<file path="config.mk">
export PLATFORM = sky130hd
export DESIGN_NAME = dm_result_dumper_flat
export DESIGN_NICKNAME = d
export VERILOG_FILES = /design/src/rtl/dm_result_dumper_if.sv /design/src/rtl/dm_result_dumper.sv /design/src/flat_wrapper.sv
export SDC_FILE = /design/constraint.sdc
export NUM_CORES = 1
export LEC_CHECK = 0
export ABC_AREA = 1
export ABC_CLOCK_PERIOD_IN_PS = 5000
export BUFFER_PORTS_ARGS = -buffer_cell sky130_fd_sc_hd__buf_2
export CORE_ASPECT_RATIO = 1.25
export CORE_MARGIN = 8
export CORE_UTILIZATION = 58
export CTS_CLUSTER_SIZE = 10
export DETAILED_ROUTE_END_ITERATION = 12
export PLACE_DENSITY = 0.83
export SETUP_SLACK_MARGIN = 0.3
export SLEW_MARGIN = 5
export SYNTH_ARGS = -nofsm -noshare
export SYNTH_HDL_FRONTEND = slang
export SYNTH_SLANG_ARGS = --single-unit
export TNS_END_PERCENT = 30
</file>
<file path="constraint.sdc">
create_clock -name clk -period 5 [get_ports clk]
set_input_delay 0 -clock clk [delete_from_list [all_inputs] [get_ports clk]]
set_output_delay 0 -clock clk [all_outputs]
set_load 0.005 [all_outputs]
</file>
<file path="src/rtl/dm_result_dumper_if.sv">
// Result stream port of the end-of-test dumper: valid/ready handshake plus
// word data, stream index and last-word marker.
interface dm_result_dumper_if #(
  parameter int ADDR_W = 14,
  parameter int DATA_W = 32
);
  logic              valid;
  logic              ready;
  logic [DATA_W-1:0] data;
  logic [ADDR_W:0]   idx;
  logic              last;

  modport master (output valid, output data, output idx, output last, input ready);
  modport slave  (input valid, input data, input idx, input last, output ready);
endinterface

</file>
<file path="src/rtl/dm_result_dumper.sv">
// End-of-test result reader. Watches the core's DM write port for the
// end-of-simulation store, then stalls the core, reads the result window
// out of DM and streams it, optionally followed by the frozen cycle count.
//
// state  | meaning
// IDLE   | core running, cycle counter live, snooping for the end store
// READ   | DM read strobe for result word idx
// WAIT   | DM data returns, captured into the output register
// SEND   | result word offered, waiting for out_ready
// CYC_LO | cycle count low word offered
// CYC_HI | cycle count high word offered (always the last word)
// DONE   | dump finished, terminal until reset
module dm_result_dumper #(
  parameter int                 ADDR_W     = 14,
  parameter int                 DATA_W     = 32,
  parameter logic [ADDR_W-1:0]  END_ADDR   = 14'h3FFF,
  parameter logic [DATA_W-1:0]  END_CODE   = 32'hFFFF_FFFF,
  parameter logic [ADDR_W-1:0]  START_ADDR = 14'h0000
) (
  input  logic              clk,
  input  logic              rst,
  input  logic [ADDR_W-1:0] cfg_num,
  input  logic              cfg_rdcycle,
  input  logic              snoop_ceb,
  input  logic              snoop_web,
  input  logic [DATA_W-1:0] snoop_bweb,
  input  logic [ADDR_W-1:0] snoop_a,
  input  logic [DATA_W-1:0] snoop_d,
  output logic              core_hold,
  output logic              dm_ceb,
  output logic [ADDR_W-1:0] dm_a,
  input  logic [DATA_W-1:0] dm_q,
  dm_result_dumper_if.master out_if,
  output logic              done,
  output logic [63:0]       cycle_cnt
);

  localparam int IW = ADDR_W + 1;

  typedef enum logic [2:0] {
    IDLE, READ, WAIT, SEND, CYC_LO, CYC_HI, DONE
  } state_t;

  state_t            state_q, state_d;
  logic [IW-1:0]     idx_q, idx_d;
  logic [ADDR_W-1:0] num_q, num_d;
  logic              rdc_q, rdc_d;
  logic [63:0]       cnt_q, cnt_d;
  logic [DATA_W-1:0] data_q, data_d;
  logic [IW-1:0]     oidx_q, oidx_d;
  logic              valid_q, valid_d;
  logic              last_q, last_d;

  logic          trig;
  logic          idx_last;
  logic [IW-1:0] num_ext;

  assign trig = (state_q == IDLE) && !snoop_ceb && !snoop_web &&
                (snoop_bweb == '0) && (snoop_a == END_ADDR) && (snoop_d == END_CODE);
  assign num_ext  = {1'b0, num_q};
  assign idx_last = (idx_q == num_ext - IW'(1));

  // Next-state, datapath and stream register updates
  always_comb begin
    state_d = state_q;
    idx_d   = idx_q;
    num_d   = num_q;
    rdc_d   = rdc_q;
    cnt_d   = (state_q == IDLE) ? cnt_q + 64'd1 : cnt_q;
    data_d  = data_q;
    oidx_d  = oidx_q;
    valid_d = valid_q;
    last_d  = last_q;
    case (state_q)
      IDLE: begin
        if (trig) begin
          num_d = cfg_num;
          rdc_d = cfg_rdcycle;
          idx_d = '0;
          if (cfg_num != '0) begin
            state_d = READ;
          end else if (cfg_rdcycle) begin
            // cnt_d already includes the trigger edge
            state_d = CYC_LO;
            data_d  = DATA_W'(cnt_d[31:0]);
            oidx_d  = {1'b0, cfg_num};
            valid_d = 1'b1;
            last_d  = 1'b0;
          end else begin
            state_d = DONE;
          end
        end
      end
      READ: state_d = WAIT;
      WAIT: begin
        data_d  = dm_q;
        oidx_d  = idx_q;
        last_d  = idx_last && !rdc_q;
        valid_d = 1'b1;
        state_d = SEND;
      end
      SEND: begin
        if (valid_q && out_if.ready) begin
          idx_d = idx_q + IW'(1);
          if (idx_last && rdc_q) begin
            state_d = CYC_LO;
            data_d  = DATA_W'(cnt_q[31:0]);
            oidx_d  = num_ext;
            last_d  = 1'b0;
          end else if (idx_last) begin
            state_d = DONE;
            valid_d = 1'b0;
            last_d  = 1'b0;
          end else begin
            state_d = READ;
            valid_d = 1'b0;
          end
        end
      end
      CYC_LO: begin
        if (out_if.ready) begin
          state_d = CYC_HI;
          data_d  = DATA_W'(cnt_q[63:32]);
          oidx_d  = num_ext + IW'(1);
          last_d  = 1'b1;
        end
      end
      CYC_HI: begin
        if (out_if.ready) begin
          state_d = DONE;
          valid_d = 1'b0;
          last_d  = 1'b0;
        end
      end
      DONE:    state_d = DONE;
      default: state_d = IDLE;
    endcase
  end

  // State and datapath registers, async active-low reset
  always_ff @(posedge clk or negedge rst) begin
    if (!rst) begin
      state_q <= IDLE;
      idx_q   <= '0;
      num_q   <= '0;
      rdc_q   <= 1'b0;
      cnt_q   <= '0;
      data_q  <= '0;
      oidx_q  <= '0;
      valid_q <= 1'b0;
      last_q  <= 1'b0;
    end else begin
      state_q <= state_d;
      idx_q   <= idx_d;
      num_q   <= num_d;
      rdc_q   <= rdc_d;
      cnt_q   <= cnt_d;
      data_q  <= data_d;
      oidx_q  <= oidx_d;
      valid_q <= valid_d;
      last_q  <= last_d;
    end
  end

  assign core_hold    = (state_q != IDLE);
  assign dm_ceb       = (state_q != READ);
  assign dm_a         = (state_q == READ) ? START_ADDR + idx_q[ADDR_W-1:0] : '0;
  assign done         = (state_q == DONE);
  assign cycle_cnt    = cnt_q;
  assign out_if.valid = valid_q;
  assign out_if.data  = data_q;
  assign out_if.idx   = oidx_q;
  assign out_if.last  = last_q;

endmodule

</file>
<file path="src/flat_wrapper.sv">
// flat-port wrapper written by rule: the top's interface ports become plain ports
module dm_result_dumper_flat 
#(
  parameter int                 ADDR_W     = 14,
  parameter int                 DATA_W     = 32,
  parameter logic [ADDR_W-1:0]  END_ADDR   = 14'h3FFF,
  parameter logic [DATA_W-1:0]  END_CODE   = 32'hFFFF_FFFF,
  parameter logic [ADDR_W-1:0]  START_ADDR = 14'h0000
)
  (clk, rst, cfg_num, cfg_rdcycle, snoop_ceb, snoop_web, snoop_bweb, snoop_a, snoop_d, core_hold, dm_ceb, dm_a, dm_q, done, cycle_cnt, out_if_valid, out_if_data, out_if_idx, out_if_last, out_if_ready);
  dm_result_dumper_if #(.ADDR_W(ADDR_W), .DATA_W(DATA_W)) out_if_i ();
  input  logic clk;
  input  logic rst;
  input  logic [ADDR_W-1:0] cfg_num;
  input  logic cfg_rdcycle;
  input  logic snoop_ceb;
  input  logic snoop_web;
  input  logic [DATA_W-1:0] snoop_bweb;
  input  logic [ADDR_W-1:0] snoop_a;
  input  logic [DATA_W-1:0] snoop_d;
  output logic core_hold;
  output logic dm_ceb;
  output logic [ADDR_W-1:0] dm_a;
  input  logic [DATA_W-1:0] dm_q;
  output logic done;
  output logic [63:0] cycle_cnt;
  output wire logic [$bits(out_if_i.valid)-1:0] out_if_valid;
  output wire logic [$bits(out_if_i.data)-1:0] out_if_data;
  output wire logic [$bits(out_if_i.idx)-1:0] out_if_idx;
  output wire logic [$bits(out_if_i.last)-1:0] out_if_last;
  input wire logic [$bits(out_if_i.ready)-1:0] out_if_ready;
  assign out_if_valid = out_if_i.valid;
  assign out_if_data = out_if_i.data;
  assign out_if_idx = out_if_i.idx;
  assign out_if_last = out_if_i.last;
  assign out_if_i.ready = out_if_ready;
  dm_result_dumper #(.ADDR_W(ADDR_W), .DATA_W(DATA_W), .END_ADDR(END_ADDR), .END_CODE(END_CODE), .START_ADDR(START_ADDR)) u_core (.clk(clk), .rst(rst), .cfg_num(cfg_num), .cfg_rdcycle(cfg_rdcycle), .snoop_ceb(snoop_ceb), .snoop_web(snoop_web), .snoop_bweb(snoop_bweb), .snoop_a(snoop_a), .snoop_d(snoop_d), .core_hold(core_hold), .dm_ceb(dm_ceb), .dm_a(dm_a), .dm_q(dm_q), .out_if(out_if_i), .done(done), .cycle_cnt(cycle_cnt));
endmodule
</file>
After elaboration in Yosys (flattened, before gate mapping) --
Index checks and enable logic that the tools add are counted.
Operators by class: reductions and logical operators 25, add/sub/neg operators 4, mux-type cells 43, equal/unequal tests 19
Operators with widths (number):
- two-way mux 32 bit | 7
- case mux 32 bit (4 select lines) | 1
- two-way mux 15 bit | 8
- adder 64 x 1 -> 64 bit (second input constant) | 1
- case mux 15 bit (4 select lines) | 1
- equality test 32 bit (second input constant) | 1
- zero test 32 bit | 1
- case mux 15 bit (2 select lines) | 1
- two-way mux 3 bit | 7
- case mux 3 bit (7 select lines) | 1
- adder 14 x 1 -> 15 bit (second input constant) | 1
- adder 15 x 1 -> 15 bit (second input constant) | 1
- equality test 15 bit | 1
- subtractor 14 x 1 -> 15 bit (second input constant) | 1
- equality test 14 bit (second input constant) | 1
- two-way mux 14 bit | 1
- AND reduction 7 bit | 2
- nonzero test 14 bit | 1
- two-way mux 1 bit | 13
- != test 2 bit (second input constant) | 5
- equality test 3 bit (second input constant) | 3
- logical AND 1 bit | 8
- AND reduction 8 bit | 1
- nonzero test 4 bit | 2
- other kinds (15) | 21
Storage, ports and cells: word-level logic and storage cells 101, register bits 146

Longest topological paths before layout --
Gate-level depths: netlist (run 1).
depth in word-level cells 8, gate-level depth with buffers 17, depth with buffers taken out 16

Worst setup path after synthesis (run 1) --
OpenSTA, ideal clock, no wires.
kind reg2reg, start point register u_core.num_q[0], end point register u_core.oidx_q[1] (netlist: u_core.out_if.idx[1]), library setup time 117 ps, data required time 4883 ps, stages on the path, launching flop included 18, arrival time 1908 ps, setup slack 2975 ps, clock period less this slack 2025 ps, cell sequence dfrtp_1 -> inv_2 -> ha_1 -> nand2_2 -> nor2_2 -> nand2_1 -> nand2_1 -> nand2_1 -> inv_2 -> nand2_1 -> nor2_2 -> nand4_1 -> nand2_2 -> nand2_2 -> buf_6 -> buf_6 -> nand2_1 -> nand2_1
Between the ends: word-level cells in the longest chain between the ends 5
Ends and longest elaborated chain:
- from (decl) | line dm_result_dumper.sv:46 | logic [ADDR_W-1:0] num_q, num_d;
- from (signal assigned) | line dm_result_dumper.sv:155 | num_q <= num_d;
- subtractor 14 x 1 -> 15 bit | line dm_result_dumper.sv:61 | assign idx_last = (idx_q == num_ext - IW'(1));
- equality test 15 bit | line dm_result_dumper.sv:61
- logical AND 1 bit | line dm_result_dumper.sv:105 | if (idx_last && rdc_q) begin
- != test 2 x 1 -> 1 bit (no source line)
- AND reduction 7 bit (no source line)
- to (signal assigned) | line dm_result_dumper.sv:159 | oidx_q <= oidx_d;
- to (decl) | line dm_result_dumper.sv:50 | logic [IW-1:0] oidx_q, oidx_d;
Several ways; a longest one is shown, not always the timed one. The select of a mux whose other input is x is not followed. A chain may end at the register's enable or synchronous reset.

Worst setup path in the final report (run 1) --
start point register u_core.state_q[2], end point register u_core.data_q[12] (netlist: u_core.out_if.data[12])
Between the ends: word-level cells in the longest chain between the ends 8
Ends and longest elaborated chain:
- from (decl) | line dm_result_dumper.sv:44 | state_t state_q, state_d;
- from (signal assigned) | line dm_result_dumper.sv:153 | state_q <= state_d;
- zero test 3 bit | line dm_result_dumper.sv:58, dm_result_dumper.sv:69, dm_result_dumper.sv:74
- logical AND 1 bit (3 in series) | line dm_result_dumper.sv:58 | assign trig = (state_q == IDLE) && !snoop_ceb && !snoop_web &&
- logical AND 1 bit (2 in series) | line dm_result_dumper.sv:59 | (snoop_bweb == '0) && (snoop_a == END_ADDR) && (snoop_d == END_CODE);
- != test 2 x 1 -> 1 bit (no source line)
- AND reduction 7 bit (no source line)
- to (signal assigned) | line dm_result_dumper.sv:158 | data_q <= data_d;
- to (decl) | line dm_result_dumper.sv:49 | logic [DATA_W-1:0] data_q, data_d;
Several ways; a longest one is shown, not always the timed one. The select of a mux whose other input is x is not followed.

==> results of run 1 <==
==> placed cells by master, fill, tap and decap left out, types with 35 or more instances in the layout <==
| cell type | count |
|---|---|
| nand2_1 | 447 |
| xor2_1 | 56 |
| dfrtp_1 | 146 |
| buf_2 | 258 |
| nor3_1 | 40 |
| inv_1 | 150 |
| nand3_1 | 127 |
| nand4_1 | 51 |
| nor2_1 | 181 |
| o21ai_0 | 37 |
| dlygate4sd3_1 | 35 |
==> routing by layer <==
| metal | global-route usage | vias up | wire length, um | share of wire |
|---|---|---|---|---|
| met5 | 0 | - | 13 | 0.00034 |
| li1 | - | 5165 | - | - |
| met4 | 0.272 | 2 | 3070 | 0.080 |
| met2 | 0.604 | 660 | 18700 | 0.49 |
| met1 | 0.377 | 5097 | 13400 | 0.35 |
| met3 | 0.0749 | 208 | 3030 | 0.079 |
==> sequential cells by signal (all words and copies together), names as in the netlist <==
signal	count
u_core.rdc_q	1
u_core.out_if.valid	1
u_core.out_if.idx	15
u_core.state_q	3
u_core.out_if.data	32
u_core.out_if.last	1
u_core.num_q	14
u_core.idx_q	15
u_core.cycle_cnt	64
==> kinds of logic after synthesis <==
logic type | after synthesis | share of synthesized area
AOI/OAI and AO/OA | 114 | 0.0717
xor gates and xnor gates | 71 | 0.0637
adders and majority gates | 4 | 0.00512
buffers and inverters | 210 | 0.0922
DFF | 146 | 0.374
and+or+nand+nor | 890 | 0.393
==> tightest hold or removal path, cell delays in order <==
cell	delay, ns
buf_2	0.08
a21oi_1	0.05
nand2_1	0.12
nand3_1	0.09
nand2_1	0.07
==> stage by stage <==
stage,instances,util,worst slack [ns],instance area (sq um)
floorplan,1435,-,2.98,9770
global placement,1873,0.669,1.49,11100
detailed placement,1873,0.669,1.27,11100
CTS,1940,0.725,1.24,12100
global route,1940,0.725,0.883,12100
finish,1940,0.725,1.20,12100
==> final cells by class <==
class / count / area, sq um
Clock buffer: 19 / 453
Multi-Input combinational cell: 1079 / 5230
Tap cell: 220 / 275
Inverter: 158 / 594
Timing Repair Buffer: 305 / 1740
Sequential cell: 146 / 3650
Fill cell: 1406 / 4580
Clock inverter: 13 / 120
==> power groups by stage <==
| stage | Sequential [W] | Combinational, W | Clock [W] |
|---|---|---|---|
| 2_1_floorplan | 0.00147 | 0.00113 | 0 |
| 3_3_place_gp | 0.00148 | 0.00160 | 0 |
| 3_5_place_dp | 0.00149 | 0.00165 | 0 |
| 4_1_cts | 0.00147 | 0.00168 | 0.00125 |
| 5_1_grt | 0.00149 | 0.00187 | 0.00130 |
| 6_report | 0.00147 | 0.00170 | 0.00125 |
==> timing repair <==
item                                   CTS  global route
hold buffers                            35             0
endpoints found under the hold margin  185             0
resized for setup                        0             0
==> how the worst min path moves through the flow <==
stage                   from  slack [ns]                                 end  cells after the start
floorplan                rst       -0.30       u_core.cycle_cnt[0]$_DFF_PN0_                      0
global placement         rst       -0.21         u_core.idx_q[9]$_DFFE_PN0P_                      1
detailed placement       rst       -0.21         u_core.idx_q[9]$_DFFE_PN0P_                      1
CTS                 dm_q[26]       0.002  u_core.out_if.data[26]$_DFFE_PN0P_                      5
global route        dm_q[26]        0.02  u_core.out_if.data[26]$_DFFE_PN0P_                      5
finish              dm_q[26]       0.005  u_core.out_if.data[26]$_DFFE_PN0P_                      5
==> metrics.md, run 1 <==
| Metric | Value |
|---|---|
| Outcome | `finished, final reports clean` |
| CTS tree | `built` |
| Switching part of the total power | `0.429` |
| Mapped Nets | `1569` |
| Number of global-route vias before repair | `11.2k` |
| Least-Margin Pin Slew | `0.936 ns` |
| Drt total wl | `38200 um` |
| Die area | `21300 sq um` |
| Clock share of power | `0.283` |
| Worst Skew | `0.0151 ns` |
| Bufs on Longest Clock Path | `2` |
| Crit path top cell by count | `nand2_1` |
| I/O Buffers | `259` |
| Net switching power | `0.00190 W` |
| Syn-to-layout area delta | `23.5%` |
| Yosys Warn Count | `0` |
| First-pass GRT wire length | `59300 um` |
| Sink Count | `146` |
| DPL Wire Length | `29200 um` |
| Sequential area share after synthesis | `0.374` |
| Top cell type's share of synthesized area | `0.374` |
| Final #Nets | `1841` |
| Buffer and inverter count on the worst path | `2` |
| CP Max Fanout | `48` |
| Sum Neg Setup Slack | `0 ns` |
| Largest net degree at the start of global routing | `72` |
| H-tree Lvls | `4` |
| Final hold violations | `0` |
| Reg2Reg Setup Slack | `1.20 ns` |
| Worst reg2reg endpoint | `u_core.out_if.data[12]$_DFFE_PN0P_` |
| Slowest cell on the critical path | `nand2_2` |
| DIE HEIGHT | `161 um` |
| Unrepaired setup endpoints after global routing | `no` |
| Core box area | `16600 sq um` |
| #FFs+latches synth | `146` |
| Chip width | `132 um` |
| Post-synth ARST share | `1.00` |
| Post-DRT Antenna Nets | `0` |
| CP top delay family | `simple AND/OR/NAND/NOR gates` |
| Max Cap Viol | `0` |
| Critical path class | `flop to flop` |
| Most frequent cell after synthesis | `nand2_1` |
| Total power | `0.00443 W` |
| Worst Reg-to-Reg Cells | `13` |
| Routability cong. | `0.996` |
| Clock root buffer | `clkbuf_16` |
| Main area contributors after synthesis | `dfrtp_1, nand2_1, nor2_1, nand3_1, inv_1` |
| Combinational Power Share | `0.385` |
| Most frequent cells after synthesis | `nand2_1, nor2_1, inv_1, dfrtp_1, nand3_1` |
| Crit end category | `flop` |
| Max frequency | `0.263 GHz` |
| Clk slew on worst S/H paths | `0.07 ns` |
| WHS | `0.00513 ns` |
| Rows | `53` |
| Avg WL per Cell | `19.7 um` |
| CTS buffer count | `17` |
| CP cell instances | `clkinv_2 -> nand3_4 -> nor2_1 -> nand2_1 -> nor2_1 -> nand3_2 -> nand2_1 -> nand4_2 -> nor2_4 -> buf_4 -> nand2_2 -> nand2_1 -> nand2_1` |
| Setup crit start kind | `flop` |
| Initial DRT Pass Iterations | `7` |
| Critical Path End | `u_core.out_if.data[12]$_DFFE_PN0P_` |
| Post-synth EDFFs | `0` |
| Slew Limit Fails | `0` |
| Vias per inst | `5.74` |
| GRT Total Usage | `0.353` |
| Post-Syn Area per Cell | `6.81 sq um` |
| N_diodes | `0` |
| Mapped Cells | `1435` |
| CP arrival | `4.11 ns` |
| Critical path depth | `13` |
| Via Count | `11.1k` |
| Share of cells above drive strength 1 | `0.197` |
| LEAKAGE | `6.28 nW` |
| HP Class | `primary input to flop` |
| Worst setup path startpoint | `u_core.state_q[2]$_DFFE_PN0P_` |
| Reg-to-reg startpoint | `u_core.state_q[2]$_DFFE_PN0P_` |
| Antenna violations before repair | `1` |
| Final period util | `0.760` |
| Reg power frac | `0.332` |
| # setup viols final | `0` |
| Min cycle time layout | `3.80 ns` |
| Cell variety after synth | `43` |
| Initial Util | `0.587` |
| Drt initial violations | `1068` |
| GRT overflow | `0` |
| Delay of the slowest cell on the worst path | `0.63 ns` |
| Post-CTS Setup Repair Bufs | `0` |
| Power Dens Cells | `367 nW/um^2` |
| # DRC | `0` |
| Top-level I/O count | `260` |
| Worst vdd ir | `0.263 mV` |
| Clock latency on the worst-skew pair | `0.44 ns` |
| Dominant cell type by area after synthesis | `dfrtp_1` |
| Mapped Area | `9770 sq um` |
| P_int | `0.00253 W` |
| Commonest register cell after synthesis | `dfrtp_1` |
| CP Data Required Time | `5.31 ns` |
| Max-slew headroom | `0.376` |
(Power assumes the default switching activity.)
==> inputs of run 2 (changes only) <==
ABC_AREA = 0   (was 1)
ABC_CLOCK_PERIOD_IN_PS = 3200   (was 5000)
CORE_UTILIZATION = 48   (was 58)
PLACE_DENSITY = 0.74   (was 0.83)
clock period = 3.2 ns   (was 5 ns; I/O delays follow)
==> run 2 against run 1 <==
  * Core utilization is 9.7 points lower
  * Critical path type unchanged
  * Power is 9.0% lower
  * Clock power is 59% higher
  * Fmax is 29% higher
  * Via count is 22% lower
  * Critical endpoint is now u_core.out_if.data[21]$_DFFE_PN0P_
  * Flip-flop and latch count stayed put
  * Worst hold slack better by 0.050 ns
  * Combinational power is 88% lower
  * Sequential share of layout area is 1.1 points higher
  * Wire length is 21% lower
==> metrics.md, run 2 <==
| Metric | Value |
|---|---|
| Mapped Nets | `1059 (was 1569)` |
| Post-synth EDFFs | `0 (unchanged)` |
| Sequential area share after synthesis | `0.408 (was 0.374)` |
| Reg2Reg Setup Slack | `0.26 ns (was 1.20 ns)` |
| Number of global-route vias before repair | `8949 (was 11.2k)` |
| # setup viols final | `0 (unchanged)` |
| Most frequent cell after synthesis | `dfrtp_1 (was nand2_1)` |
| Core box area | `18600 sq um (was 16600 sq um)` |
| Worst vdd ir | `0.365 mV (was 0.263 mV)` |
| Initial Util | `0.483 (was 0.587)` |
| Final #Nets | `1353 (was 1841)` |
| CP Data Required Time | `3.50 ns (was 5.31 ns)` |
| Slew Limit Fails | `0 (unchanged)` |
| Syn-to-layout area delta | `30.0% (was 23.5%)` |
| #FFs+latches synth | `146 (unchanged)` |
| Most common cell after layout, fill and taps aside | `buf_2 (was nand2_1)` |
| Unrepaired setup endpoints after global routing | `yes (was no)` |
| Multi-input logic area | `5110 sq um (was 5230 sq um)` |
| Rows | `56 (was 53)` |
| Commonest register cell after synthesis | `dfrtp_1 (unchanged)` |
| Worst Hold End | `u_core.out_if.data[8]$_DFFE_PN0P_ (was u_core.out_if.data[26]$_DFFE_PN0P_)` |
| Placed instance count | `1403 (was 1873)` |
| Worst setup path startpoint | `u_core.num_q[1]$_DFFE_PN0P_ (was u_core.state_q[2]$_DFFE_PN0P_)` |
| Sink Count | `146 (unchanged)` |
| Clock share of power | `0.493 (was 0.283)` |
| Post-Syn Area per Cell | `9.69 sq um (was 6.81 sq um)` |
| Most frequent cells after synthesis | `dfrtp_1, nor2_1, xnor2_1, nand2_1, mux2i_1 (was nand2_1, nor2_1, inv_1, dfrtp_1, nand3_1)` |
| Dominant cell type by area after synthesis | `dfrtp_1 (unchanged)` |
| Chip width | `138 um (was 132 um)` |
| Mapped Area | `8960 sq um (was 9770 sq um)` |
| Mapped Cells | `925 (was 1435)` |
| Max Cap Viol | `0 (unchanged)` |
| Switching part of the total power | `0.233 (was 0.429)` |
| Clock root buffer | `clkbuf_16 (unchanged)` |
| Routability cong. | `0.962 (was 0.996)` |
| Sum Neg Setup Slack | `0 ns (unchanged)` |
| Setup crit start kind | `flop (unchanged)` |
| Initial DRT Pass Iterations | `5 (was 7)` |
| I/O Buffers | `259 (unchanged)` |
| DIE HEIGHT | `169 um (was 161 um)` |
| H-tree Lvls | `4 (unchanged)` |
| Place WS | `0.0967 ns (was 1.27 ns)` |
| Hold_sp | `dm_q[8] (was dm_q[26])` |
| Max frequency | `0.340 GHz (was 0.263 GHz)` |
| Worst Skew | `0.00824 ns (was 0.0151 ns)` |
| Worst hold stages | `5 (unchanged)` |
| Final cell count without fillers | `1463 (was 1940)` |
| HP Class | `primary input to flop (unchanged)` |
| Top cell type's share of synthesized area | `0.408 (was 0.374)` |
| Post-DRT Antenna Nets | `0 (unchanged)` |
| Register area | `3660 sq um (was 3650 sq um)` |
| N_diodes | `0 (unchanged)` |
| Vias per inst | `5.94 (was 5.74)` |
| Outcome | `finished, final reports clean (unchanged)` |
| Final hold violations | `0 (unchanged)` |
| Power Dens Cells | `346 nW/um^2 (was 367 nW/um^2)` |
| Top-level I/O count | `260 (unchanged)` |
| CTS tree | `built (unchanged)` |
| Cell variety after synth | `57 (was 43)` |
| Critical path class | `flop to flop (unchanged)` |
| Net switching power | `0.000938 W (was 0.00190 W)` |
| Largest net degree at the start of global routing | `82 (was 72)` |
| Setup ws final | `0.258 ns (was 1.20 ns)` |
| Max-slew headroom | `0.491 (was 0.376)` |
| Yosys Warn Count | `0 (unchanged)` |
| Drt initial violations | `601 (was 1068)` |
| GRT overflow | `0 (unchanged)` |
| Post-synth ARST share | `1.00 (unchanged)` |
| Combinational Power Share | `0.049 (was 0.385)` |
| CP Max Fanout | `12 (was 48)` |
| Least-Margin Pin Slew | `0.764 ns (was 0.936 ns)` |
| Delay of the slowest cell on the worst path | `0.44 ns (was 0.63 ns)` |
| Share of cells above drive strength 1 | `0.340 (was 0.197)` |
| Clk slew on worst S/H paths | `0.07 ns (about the same)` |
| Worst Reg-to-Reg Cells | `8 (was 13)` |
| DPL Wire Length | `21900 um (was 29200 um)` |
| Reg-to-reg startpoint | `u_core.num_q[1]$_DFFE_PN0P_ (was u_core.state_q[2]$_DFFE_PN0P_)` |
| CP arrival | `3.24 ns (was 4.11 ns)` |
| Reg power frac | `0.458 (was 0.332)` |
| Slowest cell on the critical path | `or4_4 (was nand2_2)` |
| Antenna violations before repair | `0 (was 1)` |
| Main area contributors after synthesis | `dfrtp_1, xnor2_1, mux2i_1, mux2_4, nor2_1 (was dfrtp_1, nand2_1, nor2_1, nand3_1, inv_1)` |
| Avg WL per Cell | `20.6 um (was 19.7 um)` |
| Clock latency on the worst-skew pair | `0.42 ns (was 0.44 ns)` |
| # DRC | `0 (unchanged)` |
| Via Count | `8686 (was 11.1k)` |
| Die area | `23300 sq um (was 21300 sq um)` |
| Min cycle time layout | `2.94 ns (was 3.80 ns)` |
| Bufs on Longest Clock Path | `2 (unchanged)` |
| Max FFs per register | `64 (unchanged)` |
| First-pass GRT wire length | `47000 um (was 59300 um)` |
| P_int | `0.00310 W (was 0.00253 W)` |
| Commonest non-fill, non-tap cells in the layout | `buf_2, dfrtp_1, nor2_1, xnor2_1, nand2_1 (was nand2_1, buf_2, nor2_1, inv_1, dfrtp_1)` |
| Crit end category | `flop (unchanged)` |
| Worst reg2reg endpoint | `u_core.out_if.data[21]$_DFFE_PN0P_ (was u_core.out_if.data[12]$_DFFE_PN0P_)` |
| Drt total wl | `30100 um (was 38200 um)` |
| Crit path top cell by count | `or3_4 (was nand2_1)` |
| Utilization after layout | `0.628 (was 0.725)` |
| Fill count | `1581 (was 1406)` |
| LEAKAGE | `5.67 nW (was 6.28 nW)` |
| CTS buffer count | `17 (unchanged)` |
| GRT Total Usage | `0.248 (was 0.353)` |
| Final period util | `0.920 (was 0.760)` |
| CP cell instances | `or3_4 -> or3_4 -> o41ai_4 -> o311ai_2 -> or4_4 -> a21bo_4 -> buf_12 -> mux2_4 (was clkinv_2 -> nand3_4 -> nor2_1 -> nand2_1 -> nor2_1 -> nand3_2 -> nand2_1 -> nand4_2 -> nor2_4 -> buf_4 -> nand2_2 -> nand2_1 -> nand2_1)` |
## run 2: what timing repair did
action                                  4_1_cts  5_1_grt
gates cloned                                  2        2
hold endpoints to repair                     97        0
hold buffers                                 18        0
pin swaps                                     2        2
setup buffers                                 3        4
gates resized for setup                      10        8
endpoints found under the setup margin       45       46
## run 2: cell type report
class | instances | area share
inverter | 17 | 0.00548
timing repair buffer | 328 | 0.168
clock inverter | 14 | 0.0132
clock buffer | 17 | 0.0365
sequential | 146 | 0.314
tap | 232 | 0.0249
multi-input combinational | 709 | 0.438
## run 2: worst max path at each step
stage | depth (start not counted) | to | slack, ns
floorplan | 10 | u_core.out_if.data[10]$_DFFE_PN0P_ | 0.31
finish | 8 | u_core.out_if.data[21]$_DFFE_PN0P_ | 0.26
CTS | 8 | u_core.out_if.idx[3]$_DFFE_PN0P_ | 0.23
global route | 8 | u_core.out_if.data[21]$_DFFE_PN0P_ | 0.20
detailed placement | 8 | u_core.out_if.data[7]$_DFFE_PN0P_ | 0.1
global placement | 8 | u_core.out_if.data[9]$_DFFE_PN0P_ | 0.13
## run 2: cell families (layout without fill, tap and decap cells)
logic type	Yosys count	count (layout)	synth area share
adders and majority gates	4	4	0.00558
buffers and inverters	70	376	0.0331
and+or+nand+nor	360	360	0.211
xor gates and xnor gates	101	101	0.0987
AOI/OAI and AO/OA	143	143	0.111
muxes	101	101	0.133
DFF	146	146	0.408
## run 2: power groups by stage
stage	clock network [W]	registers [W]	logic, W
after floorplan	0	0.00188	0.0000323
after CTS	0.00200	0.00185	0.000200
final	0.00199	0.00185	0.000198
after global routing	0.00209	0.00184	0.000220
after global placement	0	0.00188	0.000179
after detailed placement	0	0.00188	0.000182
## run 2: worst max-delay path, delay by kind of cell, from the launching register on
kind / cells / cell delay [ns]
DFF: 1 / 0.43
muxes: 1 / 0.30
AOI/OAI and AO/OA: 3 / 0.71
buffers and inverters: 1 / 0.18
and+or+nand+nor: 3 / 1.20
## run 2: stage by stage
stage,area [sq um],hold slack (ns),power [W]
after CTS,11500,0.0440,0.00405
final,11700,0.0551,0.00403
after global placement,10700,0.0910,0.00206
after detailed placement,10700,0.0902,0.00206
after floorplan,8980,-0.296,0.00191
after global routing,11700,0.0736,0.00415
## run 2: layer usage
metal,routed length [um],share of wire,up-vias,GRT usage
met5,0,0,-,0
met4,975,0.032,0,0.109
met3,1730,0.057,57,0.0533
met2,14900,0.49,343,0.420
met1,12600,0.42,4296,0.299
li1,-,-,3990,-
